===== config.mk =====
export PLATFORM = sky130hd
export DESIGN_NAME = muldiv_unit
export DESIGN_NICKNAME = d
export VERILOG_FILES = /design/src/rtl/muldiv_unit.sv
export SDC_FILE = /design/constraint.sdc
export NUM_CORES = 1
export LEC_CHECK = 0
export ABC_AREA = 1
export CORE_UTILIZATION = 50
export CTS_BUF_LIST = sky130_fd_sc_hd__clkbuf_16
export CTS_CLUSTER_DIAMETER = 50
export DETAILED_ROUTE_END_ITERATION = 7
export HOLD_SLACK_MARGIN = 0.05
export PLACE_DENSITY = 0.72
export SYNTH_ARGS = -nofsm -noshare
export SYNTH_HDL_FRONTEND = slang
export SYNTH_SLANG_ARGS = --single-unit

===== constraint.sdc =====
create_clock -name clk -period 6.75 [get_ports clk]
set_clock_uncertainty 0.05 [all_clocks]
set_input_delay 1.35 -clock clk [delete_from_list [all_inputs] [get_ports clk]]
set_output_delay 1.35 -clock clk [all_outputs]
set_load 0.01 [all_outputs]

===== src/rtl/muldiv_unit.sv =====
// Iterative 32-bit MULT/MULTU/DIV/DIVU unit with private HI/LO and a pipeline stall request.
// Optional divider datapath is guarded by `ifdef MULDIV_DIV_EN (disabled by default).
module muldiv_unit #(
    parameter int WIDTH = 32
) (
    input  logic             clk,
    input  logic             reset,
    input  logic             start,
    input  logic [1:0]       op,
    input  logic [WIDTH-1:0] operand_a,
    input  logic [WIDTH-1:0] operand_b,
    input  logic             read_hilo,
    output logic [WIDTH-1:0] hi,
    output logic [WIDTH-1:0] lo,
    output logic             busy,
    output logic             done,
    output logic             stall_req
);
    typedef enum logic [1:0] {IDLE, RUN, FIX} state_t;
    localparam logic [5:0] LAST = 6'(WIDTH - 1);

    state_t             state;
    logic [5:0]         count;
    logic [2*WIDTH-1:0] acc;
    logic [WIDTH-1:0]   mag_b;
    logic               neg_res;

    logic               sign_a_in, sign_b_in, accept;
    logic [WIDTH-1:0]   mag_a_in, mag_b_in;
    logic [WIDTH:0]     mul_sum;
    logic [2*WIDTH-1:0] prod;

    // Signed ops work on magnitudes; the result sign is restored in FIX.
    assign sign_a_in = !op[0] && operand_a[WIDTH-1];
    assign sign_b_in = !op[0] && operand_b[WIDTH-1];
    assign mag_a_in  = sign_a_in ? -operand_a : operand_a;
    assign mag_b_in  = sign_b_in ? -operand_b : operand_b;
    assign mul_sum   = {1'b0, acc[2*WIDTH-1:WIDTH]} + (acc[0] ? {1'b0, mag_b} : '0);
    assign prod      = neg_res ? -acc : acc;

`ifdef MULDIV_DIV_EN
    logic             is_div, sign_a, div_zero;
    logic [WIDTH-1:0] raw_a, rem;
    logic [WIDTH:0]   rem_sh, rem_diff;
    logic [WIDTH-1:0] quo, rem_fix;

    assign accept   = (state == IDLE) && start;
    assign rem_sh   = {rem, acc[WIDTH-1]};
    assign rem_diff = rem_sh - {1'b0, mag_b};
    assign quo      = neg_res ? -acc[WIDTH-1:0] : acc[WIDTH-1:0];
    assign rem_fix  = sign_a ? -rem : rem;
`else
    // Without the divider, DIV/DIVU are consumed in IDLE as no-ops.
    assign accept = (state == IDLE) && start && !op[1];
`endif

    always_ff @(posedge clk) begin
        if (reset) begin
            state   <= IDLE;
            count   <= '0;
            hi      <= '0;
            lo      <= '0;
            done    <= 1'b0;
            acc     <= '0;
            mag_b   <= '0;
            neg_res <= 1'b0;
        end else begin
            done <= 1'b0;
            case (state)
                IDLE: if (accept) begin
                    state   <= RUN;
                    count   <= '0;
                    acc     <= {{WIDTH{1'b0}}, mag_a_in};
                    mag_b   <= mag_b_in;
                    neg_res <= sign_a_in ^ sign_b_in;
`ifdef MULDIV_DIV_EN
                    is_div   <= op[1];
                    sign_a   <= sign_a_in;
                    div_zero <= (operand_b == '0);
                    raw_a    <= operand_a;
                    rem      <= '0;
`endif
                end
                RUN: begin
                    count <= count + 6'd1;
                    if (count == LAST) state <= FIX;
`ifdef MULDIV_DIV_EN
                    // Restoring step: quotient bits shift into the low half of acc.
                    if (is_div) begin
                        if (!rem_diff[WIDTH]) begin
                            rem <= rem_diff[WIDTH-1:0];
                            acc <= {acc[2*WIDTH-1:WIDTH], acc[WIDTH-2:0], 1'b1};
                        end else begin
                            rem <= rem_sh[WIDTH-1:0];
                            acc <= {acc[2*WIDTH-1:WIDTH], acc[WIDTH-2:0], 1'b0};
                        end
                    end else
`endif
                    acc <= {mul_sum, acc[WIDTH-1:1]};
                end
                FIX: begin
                    state <= IDLE;
                    done  <= 1'b1;
`ifdef MULDIV_DIV_EN
                    if (is_div) begin
                        if (div_zero) begin
                            hi <= raw_a;
                            lo <= '1;
                        end else begin
                            hi <= rem_fix;
                            lo <= quo;
                        end
                    end else
`endif
                    begin
                        hi <= prod[2*WIDTH-1:WIDTH];
                        lo <= prod[WIDTH-1:0];
                    end
                end
                default: state <= IDLE;
            endcase
        end
    end

    assign busy      = (state != IDLE);
    assign stall_req = busy && (start || read_hilo);
endmodule


# Word level (Yosys, flattened, before mapping)
# Cells that the tools add are included.
[totals]
input_bits = 70
out_inout_bits = 67
register_bits = 170
[op_classes]
n_addsub = 5
n_eq_ne = 5
n_reduce_logical = 14
n_bitwise = 1
mux = 12
[ops]
columns = ["op", "count"]
rows = [
  ["two-way mux 64 bit", 2],
  ["case mux 64 bit (2 select lines)", 1],
  ["two-way mux 32 bit", 3],
  ["negation 32 bit", 2],
  ["negation 64 bit", 1],
  ["adder 32 x 32 -> 33 bit", 1],
  ["case mux 6 bit (2 select lines)", 1],
  ["adder 6 x 1 -> 6 bit, second input constant", 1],
  ["equality test 6 x 5 -> 1 bit, second input constant", 1],
  ["two-way mux 6 bit", 1],
  ["AND reduction 2 bit", 3],
  ["logical AND 1 bit", 5],
  ["two-way mux 2 bit", 2],
  ["!= test 2 bit, second input constant", 2],
  ["case mux 2 bit (2 select lines)", 1],
  ["nonzero test 2 bit", 2],
  ["equality test 2 x 1 -> 1 bit, second input constant", 1],
  ["equality test 2 bit, second input constant", 1],
  ["zero test 1 bit", 2],
  ["zero test 2 bit", 1],
  ["logical OR 1 bit", 1],
  ["two-way mux 1 bit", 1],
  ["bitwise XOR 1 bit", 1],
]

# Depth between registers and ports, before layout
# Gate-level depths: netlist of run 1.
[depth]
word_depth = 5
mapped_depth = 18

# Worst setup path before layout of run 1
# No wires, ideal clock.
[synth_path]
kind = "input to output"
from = "input read_hilo"
to = "output stall_req"
t_arrival_ns = 1.534
t_required_ns = 5.350
n_path_buf = 0
path_slack_ns = 3.816
path_stages = 2
cell_sequence = "nor2_1 nor2_1"
[synth_via]
elab_chain_len = 2
[synth_rtl]
columns = ["item", "line_no", "rtl"]
rows = [
  ["from (decl)", "12", "input logic read_hilo,"],
  ["logical OR 1 bit", "126", "assign stall_req = busy && (start || read_hilo);"],
  ["logical AND 1 bit", "126", ""],
  ["to (decl)", "17", "output logic stall_req"],
]
# Every way passes these cells.

# Final worst setup path of run 1
[layout_path]
from = "input start"
to = "output stall_req"
[layout_via]
elab_chain_len = 2
[layout_rtl]
columns = ["item", "line_no", "rtl"]
rows = [
  ["from (decl)", "8", "input logic start,"],
  ["logical OR 1 bit", "126", ""],
  ["logical AND 1 bit", "126", ""],
]
# Every way passes these cells.

==> results of run 1 <==
worst paths after layout:
path | start | slack, ns | depth (start not counted) | end
max | start | 2.86 | 4 | stall_req
min | acc[17]$_SDFFE_PP0P_ | 0.43 | 2 | acc[16]$_SDFFE_PP0P_
max reg2reg | acc[0]$_SDFFE_PP0P_ | 3.64 | 16 | acc[47]$_SDFFE_PP0P_
min reg2reg | acc[17]$_SDFFE_PP0P_ | 0.43 | 2 | acc[16]$_SDFFE_PP0P_
per-layer routing:
layer  global-route usage, %  part of all wire, %  up-vias
li1                        -                    -     7360
met1                    50.8                   49     6504
met2                    47.5                   41      606
met3                    5.51                  9.5       31
met4                    6.06                 0.95        0
met5                       0                    0        -
kinds of logic after synthesis:
kind of cell	after synthesis	share of synthesized area, %
AOI/OAI and AO/OA	339	14.5
DFF	170	26.0
buffers and inverters	436	13.0
and+or+nand+nor	1252	40.5
xor gates and xnor gates	35	2.35
adders and majority gates	37	3.60
metrics by stage:
| step | hold WS [ns] | worst slack (ns) | instance area, um^2 |
|---|---|---|---|
| after floorplan | 0.389 | 3.82 | 13100 |
| after global placement | 0.414 | 2.78 | 14600 |
| after detailed placement | 0.419 | 2.70 | 14600 |
| after CTS | 0.436 | 2.86 | 15200 |
| after global routing | 0.464 | 2.81 | 15200 |
| final | 0.435 | 2.86 | 15200 |
cells in the final DEF, fill, tap and decap left out, types with 13 or more instances in the layout:
| cell type | netlist | layout |
|---|---|---|
| o21ai_1 | 15 | 15 |
| a31oi_1 | 26 | 26 |
| nand4_1 | 22 | 22 |
| clkdlybuf4s50_1 | 0 | 135 |
| inv_1 | 355 | 355 |
| ha_1 | 36 | 36 |
| a21oi_1 | 134 | 134 |
| o22ai_1 | 13 | 13 |
| nand2_1 | 628 | 628 |
| nor2_1 | 337 | 336 |
| xor2_1 | 32 | 32 |
| nor3_1 | 17 | 17 |
| o21ai_0 | 108 | 108 |
| nand3_1 | 188 | 188 |
| clkbuf_16 | 0 | 17 |
| dfxtp_1 | 170 | 169 |
tightest hold or removal path: cells and delay by family, from the launching register on:
family             cells  cell delay, ns
AOI/OAI and AO/OA      1            0.07
and+or+nand+nor        1            0.06
DFF                    1            0.31
state kept, by name (all words and copies together) (netlist names):
register  cells
count         6
done          1
acc          64
mag_b        32
lo           32
neg_res       1
state         2
hi           32
layout make-up:
class                           instances  share of cell area (%)
Tap cell                              330                    2.72
Clock buffer                           17                    2.81
Timing Repair Buffer                  147                    9.50
Multi-Input combinational cell       1663                    52.6
Inverter                              362                    8.99
Sequential cell                       170                    22.4
Clock inverter                         15                   0.949
report_power, final:
part	internal (mW)	total (mW)	switching [mW]	leakage, nW
logic	0.180	0.540	0.360	5.81
clock network	0.492	0.982	0.490	0.275
registers	1.03	1.06	0.0321	1.38
==> flow_summary.yaml, run 1 <==
status:
  status: "finished, final reports clean"
route:
  routed_wl_um: 43600
  drtAntennaViolNets: 0
  drt_first_pass_iters: 6
  wl_per_cell_um: 16.1
  via_count: 14500
  remaining_drc_errors: 0
  via_per_inst: 5.36
  first_iter_violations: 1528
global_routing:
  grt_overflow: 0
  grt_pass1_vias: 12800
  antenna_found_initial: 0
  grt_pass1_wl_um: 68800
  grt_max_degree: 88
  grt_usage_pct: 33.0
synth:
  synth.net_count: 2376
  yosysTopAreaCell: "dfxtp_1"
  ys_types: 49
  syn_area_um2: 13100
  synth_area_leaders: "dfxtp_1, nand2_1, inv_1"
  synth_edf_count: 0
  yosys_register_bits: 170
  synth_cells: 2269
  ys.flop_type: "dfxtp_1"
  ys_seq_area_share_pct: 26.0
  synth_top_area_share_pct: 26.0
  yosys_warnings: 0
  synth_area_per_cell_um2: 5.76
  yosysMostFrequentCell: "nand2_1"
  synth-async-reset-ratio_pct: 0
  synth_common_cells: "nand2_1, inv_1, nor2_1, nand3_1, dfxtp_1"
clocking:
  cts_tree: "built"
  root_buffer: "clkbuf_16"
  clock_path_buffers: 2
  clk_latency_ns: 0.44
  cts_resized: 0
  cts_hold_buffers: 0
  clk_pin_slew_ns: 0.07
  cts.htree.levels: 4
  cts_made_buffers: 17
  cts.sinks: 170
  cts_setup_buffers: 0
worst_setup_path:
  worstPathRequired_ns: 5.35
  cp.arrival_ns: 2.49
  worst_path_max_delay_cell: "clkdlybuf4s50_1"
  path_delay_family: "buffers and inverters"
  path_class: "input port to output pin"
  critical_path_peak_fanout: 2
  max_stage_delay_ns: 0.54
  crit_buf_inv: 2
  crit_path_start_kind: "input port"
  end_kind: "output pin"
  crit_chain: "clkdlybuf4s50_1 > nor2_1 > nor2_1 > clkdlybuf4s50_1"
timing:
  setup_tns_ns: 0
  rsz0062_at_grt: "false"
  clock.fmax_mhz: 257
  maxSlewViolCount: 0
  finalCritPeriodShare_pct: 57.6
  hold_violations: 0
  setup_viol_count_final: 0
  worst_pin_slew_ns: 1.00
  fin_crit_ns: 3.89
  slew_headroom_pct: 33.1
power:
  p_leak_nw: 7.46
  totalPowerFinal_mw: 2.59
  powerDensity_nw_per_um2: 170
  ir_drop_mv: 0.182
floorplanning:
  row_count: 58
  core_area_um2: 25400
  die_w_um: 164
  start_util_pct: 51.4
  dieHeight_um: 164
  io_pins: 137
  die_area_um2: 26800
finish:
  final_nets: 2468
  multi_input_area_um2: 7970
  syn2layout_area_growth_pct: 16.1
  seq_area_um2: 3400
  drive_gt1_share_pct: 4.25
  antennaDiodeCount: 0
  final_util_pct: 59.7
  layoutNonFillerInstCount: 2704
  fillCellCount: 2572
placed_design:
  dp.cells: 2672
  hpwl_um: 34100
  place_congestion: 0.970
  portBuffers: 136
flow_run:
  maxCapViolations: 0
min_path:
  hold_class: "flop to flop"
Power figures use the tool's default switching activity.
==> run 2, diff against run 1 <==
==> constraint.sdc (replaced) <==
create_clock -name clk -period 4.1 [get_ports clk]
set_clock_uncertainty 0.05 [all_clocks]
set_input_delay 0.82 -clock clk [delete_from_list [all_inputs] [get_ports clk]]
set_output_delay 0.82 -clock clk [all_outputs]
set_load 0.01 [all_outputs]
==> run 2 against run 1 <==
Die area did not move. Final area rose by 0.33%. Cell count rose by 0.15%. Hold slack got worse by 0.0070 ns. Power rose by 65%. Sequential power rose by 65%. Largest cell class unchanged. Global-route usage fell by 0.096 points.
==> flow_summary.yaml, run 2 (synthesized netlist as in run 1, its figures left out) <==
power:
  clkPwrFrac_pct: 38.0
  totalPowerFinal_mw: 4.27
  power_frac_seq_pct: 41.0
  pwr-share-comb_pct: 21.0
  ir_drop_mv: 0.247
  internal-power_mw: 2.81
  switchingPower_mw: 1.46
  powerDensity_nw_per_um2: 281
  p_leak_nw: 7.49
  switching_share_pct: 34.2
placed_design:
  dp.cells: 2676
  preCtsSetupSlack_ns: 1.21
  place_congestion: 0.979
  portBuffers: 136
  hpwl_um: 33800
  placed_area_um2: 14600
finish:
  final_design_area_no_fill_um2: 15200
  top_register: "acc"
  mostFrequentLayoutCells: "nand2_1, inv_1, nor2_1"
  final_nets: 2472
  layoutNonFillerInstCount: 2708
  mostFrequentLayoutCell: "nand2_1"
  drive_gt1_share_pct: 4.46
  antennaDiodeCount: 0
  final_util_pct: 59.9
  syn2layout_area_growth_pct: 16.5
  largest_register_ffs: 64
route:
  wl_per_cell_um: 16.1
  routed_wl_um: 43600
  drtAntennaViolNets: 0
  remaining_drc_errors: 0
  via_count: 14500
  first_iter_violations: 1522
  via_per_inst: 5.37
  drt_first_pass_iters: 5
timing:
  hold_violations: 0
  slew_headroom_pct: 38.3
  finalCritPeriodShare_pct: 68.6
  maxSlewViolCount: 0
  clock.fmax_mhz: 355
  setup_viol_count_final: 0
  rsz0062_at_grt: "false"
  fin_crit_ns: 2.81
  holdWs_ns: 0.428
  setup_tns_ns: 0
  worst_pin_slew_ns: 0.925
  layout_setup_ws_ns: 1.29
floorplanning:
  dieHeight_um: 164
  io_pins: 137
  core_area_um2: 25400
  start_util_pct: 51.4
  row_count: 58
  die_area_um2: 26800
  die_w_um: 164
worst_setup_path:
  cp.arrival_ns: 1.94
  crit_chain: "clkdlybuf4s50_1 > nor2_1 > nor2_1 > clkdlybuf4s50_1"
  worst_path_max_delay_cell: "clkdlybuf4s50_1"
  worstPathRequired_ns: 3.23
  critical_path_peak_fanout: 2
  crit_buf_inv: 2
  crit_path_start_kind: "input port"
  path_class: "input port to output pin"
  end_kind: "output pin"
  max_stage_delay_ns: 0.54
  path_delay_family: "buffers and inverters"
status:
  status: "finished, final reports clean"
global_routing:
  grt_pass1_vias: 12700
  grt_usage_pct: 32.9
  grt_max_degree: 60
  grt_pass1_wl_um: 68600
  grt_overflow: 0
  antenna_found_initial: 0
clocking:
  cts_made_buffers: 17
  clk_latency_ns: 0.45
  cts.sinks: 170
  cts_resized: 0
  root_buffer: "clkbuf_16"
  cts.htree.levels: 4
  clock_path_buffers: 2
  cts_tree: "built"
  cts_setup_buffers: 0
  cts_hold_buffers: 0
  clk_pin_slew_ns: 0.08
min_path:
  hold_class: "flop to flop"
flow_run:
  maxCapViolations: 0
## run 2: cell count changes in the layout (fill, tap and decap cells not counted)
cell,previous run,this run
clkinv_4,2,3
clkinv_2,0,1
buf_4,12,15
clkinvlp_4,2,1
clkinv_8,1,2
buf_12,0,1
clkinv_1,1,0
inv_8,5,4
## run 2: routing by layer
layer	track usage (%)	routed length, um
met1	51.0	21500
met4	6.14	470
met3	3.68	3620
met5	0	0
met2	48.2	18000
## run 2: worst reg2reg max path, delay by kind of cell, from the launching register on
| family | cells | cell delay (ns) |
|---|---|---|
| compound gates | 2 | 0.29 |
| buf+inv | 4 | 0.64 |
| flops | 1 | 0.57 |
| simple gates | 8 | 0.80 |
| fa+ha+maj | 1 | 0.29 |
## run 2: path summary, 6_finish.rpt
| kind | from | to | slack, ns | depth (start not counted) |
|---|---|---|---|---|
| max | start | stall_req | 1.29 | 4 |
| min | acc[17]$_SDFFE_PP0P_ | acc[16]$_SDFFE_PP0P_ | 0.43 | 2 |
| min reg2reg | acc[17]$_SDFFE_PP0P_ | acc[16]$_SDFFE_PP0P_ | 0.43 | 2 |
| max reg2reg | acc[0]$_SDFFE_PP0P_ | acc[54]$_SDFFE_PP0P_ | 1.40 | 15 |
## run 2: power by group through the flow
| stage | clock network [mW] | logic, mW | registers, mW |
|---|---|---|---|
| after global routing | 1.70 | 0.988 | 1.76 |
| after floorplan | 0 | 0.620 | 1.77 |
| after CTS | 1.63 | 0.882 | 1.75 |
| after global placement | 0 | 0.870 | 1.79 |
| after detailed placement | 0 | 0.878 | 1.79 |
| final | 1.62 | 0.895 | 1.75 |
## run 2: cell type report
class,count,area (um^2)
clock buffers,17,425
fillers,2618,10200
multi-input cells,1663,7970
inverters,362,1360
repair buffers,151,1480
well taps,330,413
clock inverters,15,151
flip-flops and latches,170,3400
==> run 3, diff against run 2 <==
--- a/config.mk
+++ b/config.mk
@@ -11,7 +11,7 @@
 export CTS_CLUSTER_DIAMETER = 50
 export DETAILED_ROUTE_END_ITERATION = 7
 export HOLD_SLACK_MARGIN = 0.05
-export PLACE_DENSITY = 0.72
+export PLACE_DENSITY = 0.75
 export SYNTH_ARGS = -nofsm -noshare
 export SYNTH_HDL_FRONTEND = slang
 export SYNTH_SLANG_ARGS = --single-unit
==> constraint.sdc (replaced) <==
create_clock -name clk -period 2.4 [get_ports clk]
set_clock_uncertainty 0.05 [all_clocks]
set_input_delay 0.48 -clock clk [delete_from_list [all_inputs] [get_ports clk]]
set_output_delay 0.48 -clock clk [all_outputs]
set_load 0.01 [all_outputs]
==> run 3 against run 2 <==
Non-clock buffer count rose by 47. Cell count rose by 1.7%. Die area did not move. Count of clock-buffer cells in the layout did not move. Sequential power rose by 71%. Worst setup slack got worse by 1.2 ns. Routed wire length rose by 2.2%. Hold slack got worse by 0.081 ns. Combinational power rose by 75%. Register-to-register slack got worse by 1.3 ns. Critical path depth rose by 9. Core utilization rose by 2.2 points. Critical endpoint is now acc[56]$_SDFFE_PP0P_. Largest power group unchanged.
==> flow_summary.yaml, run 3 (synthesized netlist as in run 1, its figures left out) <==
power:
  p_leak_nw: 7.78
  powerDensity_nw_per_um2: 472
  totalPowerFinal_mw: 7.44
  ir_drop_mv: 0.523
finish:
  top_register: "acc"
  seq_area_um2: 3410
  final_design_area_no_fill_um2: 15800
  multi_input_area_um2: 8080
  final_nets: 2519
  drive_gt1_share_pct: 7.55
  final_util_pct: 62.1
  antennaDiodeCount: 0
  fillCellCount: 2544
  mostFrequentLayoutCells: "nand2_1, inv_1, nor2_1"
  layoutNonFillerInstCount: 2755
  largest_register_ffs: 64
  mostFrequentLayoutCell: "nand2_1"
  syn2layout_area_growth_pct: 20.7
global_routing:
  grt_pass1_wl_um: 69100
  grt_overflow: 0
  grt_pass1_vias: 12800
  grt_usage_pct: 33.1
  antenna_found_initial: 0
  grt_max_degree: 112
clocking:
  cts_tree: "built"
  clock_path_buffers: 2
  cts.htree.levels: 4
  clk_pin_slew_ns: 0.08
  cts.sinks: 170
  clk_latency_ns: 0.44
  cts_made_buffers: 17
  root_buffer: "clkbuf_16"
  cts_hold_buffers: 0
route:
  via_per_inst: 5.39
  drt_first_pass_iters: 6
  routed_wl_um: 44600
  remaining_drc_errors: 0
  wl_per_cell_um: 16.2
  first_iter_violations: 1568
  drtAntennaViolNets: 0
  via_count: 14900
worst_setup_path:
  cp.arrival_ns: 2.57
  worstPathRequired_ns: 2.65
  end_kind: "flop"
  rr_startpoint: "acc[0]$_SDFFE_PP0P_"
  crit_start: "acc[0]$_SDFFE_PP0P_"
  critical_path_peak_fanout: 15
  path_class: "flop to flop"
  crit_path_start_kind: "flop"
timing:
  rsz0062_at_grt: "true"
  worst_pin_slew_ns: 0.748
  fin_crit_ns: 2.31
  slew_headroom_pct: 50.1
  clock.fmax_mhz: 432
  setup_viol_count_final: 0
  finalCritPeriodShare_pct: 96.4
  holdWs_ns: 0.347
  maxSlewViolCount: 0
  hold_violations: 0
floorplanning:
  io_pins: 137
  start_util_pct: 51.4
  core_area_um2: 25400
  dieHeight_um: 164
  die_area_um2: 26800
  row_count: 58
  die_w_um: 164
min_path:
  min-delay-start: "reset"
  hold_class: "input port to flop"
flow_run:
  maxCapViolations: 0
placed_design:
  portBuffers: 136
  placed_area_um2: 15000
  hpwl_um: 34800
  place_congestion: 0.975
  dp.cells: 2721
status:
  status: "finished, final reports clean"
[run 3: repair_timing]
action	4_1_cts	5_1_grt
endpoints found under the setup margin	1	22
cloned	0	1
setup buffers	0	1
gates resized for setup	1	32
pin swaps	0	2
[run 3: path summary, 6_finish.rpt]
check,cells after the start,slack (ns),end
max reg2reg,13,0.09,acc[56]$_SDFFE_PP0P_
min,4,0.35,hi[16]$_SDFFE_PP0P_
min reg2reg,1,0.41,state[1]$_SDFFE_PP0P_
max,13,0.09,acc[56]$_SDFFE_PP0P_
[run 3: cell type report]
class | count | area share (%)
Inverter | 362 | 8.65
Clock inverter | 15 | 1.13
Sequential cell | 170 | 21.6
Multi-Input combinational cell | 1663 | 51.2
Tap cell | 330 | 2.62
Clock buffer | 17 | 2.70
Timing Repair Buffer | 198 | 12.1
[run 3: per-stage QoR]
stage | setup TNS [ns] | worst slack (ns)
final | 0 | 0.0874
after global placement | -0.0563 | -0.0517
after global routing | -0.169 | -0.0411
after floorplan | 0 | 0.0501
after detailed placement | -0.0813 | -0.0813
after CTS | 0 | 0.0689
[run 3: metal layers]
metal | routed length (um) | share of wire (%) | GRT usage (%)
met1 | 21200 | 48 | 50.1
met2 | 17800 | 40 | 46.8
met3 | 4770 | 11 | 7.21
met4 | 752 | 1.7 | 7.32
met5 | 0 | 0 | 0
[run 3: worst max-delay path: stages, from the launching register on]
cell	delay (ns)
dfxtp_4	0.38
clkbuf_16	0.18
nand2_1	0.06
inv_1	0.04
ha_1	0.39
nand2_1	0.17
nor2_1	0.27
nand2_1	0.17
nor2_1	0.13
nand2_1	0.07
nand3_1	0.07
nand2_1	0.05
nand3_1	0.06
a21oi_1	0.07
[run 3: where the power goes]
part	internal [mW]	switching (mW)
combinational	0.550	1.02
sequential	2.90	0.0994
clock	1.50	1.38
